[src/rtl/stream_mux_pkg.sv]
// Shared types for the N:1 stream multiplexer: channel-selection mode and
// round-robin packet-lock state.
package stream_mux_pkg;

    typedef enum logic {
        MODE_FIXED = 1'b0,
        MODE_RR    = 1'b1
    } mux_mode_e;

    typedef enum logic {
        ST_IDLE   = 1'b0,
        ST_LOCKED = 1'b1
    } rr_state_e;

endpackage

[src/rtl/stream_mux_nto1_rr_arbiter.sv]
// Combinational rotating-priority search: the first requesting channel
// strictly after ptr (with wrap) wins; ptr itself has the lowest priority.
module rr_arbiter #(
    parameter int NUM_CH = 4
) (
    input  logic [NUM_CH-1:0]         req,
    input  logic [$clog2(NUM_CH)-1:0] ptr,
    output logic [NUM_CH-1:0]         grant,
    output logic [$clog2(NUM_CH)-1:0] idx,
    output logic                      any
);
    localparam int SEL_W = $clog2(NUM_CH);

    int               cand;
    logic [SEL_W-1:0] cand_idx;

    // Walk from the farthest offset down so the nearest requester is written last.
    always_comb begin
        idx      = '0;
        any      = 1'b0;
        cand     = 0;
        cand_idx = '0;
        for (int k = NUM_CH; k >= 1; k--) begin
            cand = int'(ptr) + k;
            if (cand >= NUM_CH) begin
                cand = cand - NUM_CH;
            end
            cand_idx = SEL_W'(cand);
            if (req[cand_idx]) begin
                idx = cand_idx;
                any = 1'b1;
            end
        end
    end

    genvar gi;
    generate
        for (gi = 0; gi < NUM_CH; gi++) begin : g_grant
            assign grant[gi] = any && (idx == SEL_W'(gi));
        end
    endgenerate

endmodule

[src/rtl/stream_mux_nto1.sv]
// N:1 valid/ready stream multiplexer with one registered output stage.
// Channel is chosen by a fixed software select or packet-aware round-robin.
module stream_mux_nto1
    import stream_mux_pkg::*;
#(
    parameter int NUM_CH = 4,
    parameter int WIDTH  = 8
) (
    input  logic                      clk,
    input  logic                      reset,
    input  logic                      mode_i,
    input  logic [$clog2(NUM_CH)-1:0] sel_i,
    input  logic [NUM_CH-1:0]         in_valid_i,
    input  logic [NUM_CH*WIDTH-1:0]   in_data_i,
    input  logic [NUM_CH-1:0]         in_last_i,
    output logic [NUM_CH-1:0]         in_ready_o,
    output logic                      out_valid_o,
    output logic [WIDTH-1:0]          out_data_o,
    output logic                      out_last_o,
    output logic [$clog2(NUM_CH)-1:0] out_ch_o,
    input  logic                      out_ready_i
);
    localparam int SEL_W = $clog2(NUM_CH);

    mux_mode_e        mode;
    rr_state_e        state_reg;
    logic [SEL_W-1:0] rr_ptr_reg;
    logic [SEL_W-1:0] lock_ch_reg;
    logic             out_valid_reg;
    logic [WIDTH-1:0] out_data_reg;
    logic             out_last_reg;
    logic [SEL_W-1:0] out_ch_reg;

    logic [NUM_CH-1:0] arb_grant;
    logic [SEL_W-1:0]  arb_idx;
    logic              arb_any;

    logic              slot_free;
    logic              grant_valid;
    logic [SEL_W-1:0]  grant_idx;
    logic [NUM_CH-1:0] grant_oh;
    logic [WIDTH-1:0]  ch_data [NUM_CH];
    logic [WIDTH-1:0]  sel_data;
    logic              sel_last;
    logic              accept;

    assign mode      = mux_mode_e'(mode_i);
    assign slot_free = !out_valid_reg || out_ready_i;

    rr_arbiter #(
        .NUM_CH (NUM_CH)
    ) u_rr_arbiter (
        .req   (in_valid_i),
        .ptr   (rr_ptr_reg),
        .grant (arb_grant),
        .idx   (arb_idx),
        .any   (arb_any)
    );

    // A locked channel keeps the grant even while its valid is low.
    always_comb begin
        grant_idx   = '0;
        grant_valid = 1'b0;
        if (mode == MODE_FIXED) begin
            grant_idx   = sel_i;
            grant_valid = int'(sel_i) < NUM_CH;
        end else if (state_reg == ST_LOCKED) begin
            grant_idx   = lock_ch_reg;
            grant_valid = 1'b1;
        end else begin
            grant_idx   = arb_idx;
            grant_valid = arb_any;
        end
    end

    genvar gi;
    generate
        for (gi = 0; gi < NUM_CH; gi++) begin : g_chan
            assign grant_oh[gi]   = grant_valid && (grant_idx == SEL_W'(gi));
            assign in_ready_o[gi] = grant_oh[gi] && slot_free;
            assign ch_data[gi]    = in_data_i[gi*WIDTH +: WIDTH];
        end
    endgenerate

    always_comb begin
        sel_data = '0;
        sel_last = 1'b0;
        for (int i = 0; i < NUM_CH; i++) begin
            if (grant_oh[i]) begin
                sel_data = ch_data[i];
                sel_last = in_last_i[i];
            end
        end
    end

    assign accept = |(in_valid_i & in_ready_o);

    always_ff @(posedge clk or posedge reset) begin
        if (reset) begin
            out_valid_reg <= 1'b0;
            out_data_reg  <= '0;
            out_last_reg  <= 1'b0;
            out_ch_reg    <= '0;
            state_reg     <= ST_IDLE;
            rr_ptr_reg    <= SEL_W'(NUM_CH - 1);
            lock_ch_reg   <= '0;
        end else begin
            // A new beat may replace one draining in the same cycle.
            if (accept) begin
                out_valid_reg <= 1'b1;
                out_data_reg  <= sel_data;
                out_last_reg  <= sel_last;
                out_ch_reg    <= grant_idx;
            end else if (out_ready_i) begin
                out_valid_reg <= 1'b0;
            end

            if (mode == MODE_FIXED) begin
                state_reg <= ST_IDLE;
            end else if (accept) begin
                rr_ptr_reg <= grant_idx;
                case (state_reg)
                    ST_IDLE: begin
                        if (!sel_last) begin
                            state_reg   <= ST_LOCKED;
                            lock_ch_reg <= grant_idx;
                        end
                    end
                    ST_LOCKED: begin
                        if (sel_last) begin
                            state_reg <= ST_IDLE;
                        end
                    end
                    default: state_reg <= ST_IDLE;
                endcase
            end
        end
    end

    assign out_valid_o = out_valid_reg;
    assign out_data_o  = out_data_reg;
    assign out_last_o  = out_last_reg;
    assign out_ch_o    = out_ch_reg;

endmodule

[config.mk]
export PLATFORM = sky130hd
export DESIGN_NAME = stream_mux_nto1
export DESIGN_NICKNAME = d
export VERILOG_FILES = /design/src/rtl/stream_mux_pkg.sv /design/src/rtl/stream_mux_nto1_rr_arbiter.sv /design/src/rtl/stream_mux_nto1.sv
export SDC_FILE = /design/constraint.sdc
export NUM_CORES = 1
export LEC_CHECK = 0
export ABC_AREA = 0
export CAP_MARGIN = 20
export CORE_MARGIN = 1.5
export CORE_UTILIZATION = 35
export CTS_CLUSTER_DIAMETER = 80
export DETAILED_ROUTE_END_ITERATION = 8
export PLACE_DENSITY = 0.68
export SYNTH_ARGS = -nofsm -noshare
export SYNTH_HDL_FRONTEND = slang
export SYNTH_SLANG_ARGS = --single-unit
[constraint.sdc]
create_clock -name clk -period 8.2 [get_ports clk]
set_clock_uncertainty 0.15 [all_clocks]
set_input_delay 2.05 -clock clk [delete_from_list [all_inputs] [get_ports clk]]
set_output_delay 2.05 -clock clk [all_outputs]
set_load 0.02 [all_outputs]
==> metrics <==
status=finished, final reports clean; ANT nets after route=0; Hold Vio Cnt, Final=0; mapped cell area=1350 um2; Peak Freq=140 MHz; GP Congestion=0.759; fin crit period=7160 ps; Die X=65.2 um; via/cell ratio=5.29; Buf+Inv Stages, Crit Path=3; max cap viols=0; Post-DP HPWL=2.75 mm; Max Transition Viols Final=0; H-tree Lvls=1; Sink Count=17; Final Cycle Share=87.4%; top-count cell post-synth=dfrtp_1; CTS tree=built; CP Launch Type=primary input; initial antenna violation count=0; 1st-pass router iterations=4; total power=607 uW; PortBufs=61; number of library cell types mapped by synthesis=46; vias in the first global route=1245; Clock Pin Slew Worst Setup and Hold Paths=60 ps; clk buf depth=2; Core Area=3690 um2; post-synthesis mux area share=21.4%; # IOs=62; Synth top area share=27.7%; Starting Density=36.7%; CTS Hold Bufs=0; Req. time, crit path=6000 ps; CTS Buf Count=3; max incr delay on CP=640 ps; Worst EP arrival=4960 ps; CP Capture Type=primary output; register area share after synthesis=31.6%; ranking of synthesized cells by area=dfrtp_1 28%, mux2i_1 9.6%, mux2_4 6.7%; clock latency on the worst-skew pair=240 ps; Filler cells=371; TNS Setup=0 ps; Post-Synth Adder-Cell Area=0%; crit-path cells=clkdlybuf4s50_1, nor4b_1, or4_4, o221a_4, a22oi_4, buf_4, nand2_1, nor3_1, clkdlybuf4s50_1; post-synth top area cell=dfrtp_1; Largest delay share family, worst path=buffers and inverters; Leak=0.000831 uW; Vert. Die Dim=65.2 um; Simple-Gate Fraction of Synth Area=20.1%; largest net degree at the start of global routing=24; main combinational cell family by area after synthesis=compound AO/OA/AOI/OAI gates; Largest register FFs=8; Async S/R FF share, synth=100%; Crit-path slowest cell=clkdlybuf4s50_1; WL per Instance=14.2 um; placed cells=241; slew margin rel.=55.9%; layout cells sized above 1=13.2%; NumNets Final=244; die area=4250 um2; final WL=3.48 mm; Compound-Gate Fraction of Synth Area=22.0%; Rows=22; final setup violation count=0; FF+latch count, synth=17; CP Max Fanout=23; Post-CTS Setup Repair Bufs=0; EDFF count, synth=0; worst min path class=register to register; Total Routing Usage GR=17.2%; Area Growth Syn to Fin=50.2%; grt total ovfl=0; antenna fix cells=0; Finished Layout Cells=245; post_cts resized=0; Vias=1296; Post-Synth XOR/XNOR Area=0%; Clock Tree Root=clkbuf_8; top cells by count, synth=15 x dfrtp_1, 13 x mux2i_1, 8 x a211oi_1, 8 x a21oi_1, 8 x and2_1; Primary FF master, synth=dfrtp_1; Syn Nets=185; Final Hold Slack=335 ps; Gate Count Post-Synth=139; CP Class=primary input to primary output; global-route wire length before repair=5.84 mm; Worst Tran Pin Value=662 ps; Mean Syn Cell Area=9.74 um2; Peak VDD IR=0.000118 V; # DRC=0; most frequent CP cell=clkdlybuf4s50_1; Iteration-0 DRC Markers=84; RSZ-0062 raised after global routing=no; Yosys Warn Count=0; Power Dens Cells=299 nW/um2
-- layout make-up --
class / instances / area, um2 / area share, %
Clock buffer: 4 / 45.0 / 2.22
Inverter: 4 / 15.0 / 0.738
Multi-Input combinational cell: 109 / 860 / 42.3
Sequential cell: 17 / 428 / 21.0
Tap cell: 48 / 60.1 / 2.95
Timing Repair Buffer: 63 / 626 / 30.8
-- cells in the final DEF (no fill, tap or decap), drive strengths merged, types with 3 or more instances in the layout --
cell type,synthesis,layout
dfrtp,15,15
nor2,5,5
nand2,8,8
nand2b,4,4
a21oi,8,8
clkbuf,5,4
mux2i,14,14
o21ai,4,4
a211oi,9,9
inv,4,4
nand3b,3,3
nor3,3,3
mux2,11,11
nand3,3,3
and2,8,8
clkdlybuf4s50,0,61
nor3b,3,3
-- worst paths after layout --
check	cells after the start	from	to	slack (ps)
worst max-delay path	9	in_valid_i[1]	in_ready_o[0]	1040
worst min-delay path	1	out_last_o	out_last_o	340
worst max register to register	8	rr_ptr_reg[0]	out_data_o[2]	4970
worst min register to register	1	out_last_o	out_last_o	340
max in group asynchronous	2	reset	out_valid_o	5450
min in group asynchronous	2	reset	out_data_o[6]	2030
-- where the power goes --
| group | internal, uW | switching, uW |
|---|---|---|
| registers | 130 | 33.0 |
| logic | 201 | 183 |
| clock network | 34.3 | 25.7 |
-- cells by family (layout without fill, tap and decap cells) --
family | Yosys count | count (layout)
and+or+nand+nor | 46 | 46
AOI/OAI and AO/OA | 38 | 38
muxes | 25 | 25
DFF | 17 | 17
buffers and inverters | 13 | 71
-- per-stage QoR --
step | cell area (um2) | setup WS [ps] | util [%]
after floorplan | 1350 | 2140 | -
after global placement | 1990 | 1120 | 53.9
after detailed placement | 1990 | 1050 | 53.9
after CTS | 2030 | 1030 | 55.1
after global routing | 2030 | 902 | 55.1
final | 2030 | 1040 | 55.1
-- layer usage --
| metal | GRT usage [%] | wire length [um] |
|---|---|---|
| met1 | 21.1 | 1550 |
| met2 | 31.3 | 1630 |
| met3 | 2.91 | 271 |
| met4 | 3.91 | 21 |
| met5 | 0 | 0 |
Note: power is estimated with default switching activity, not from simulation.
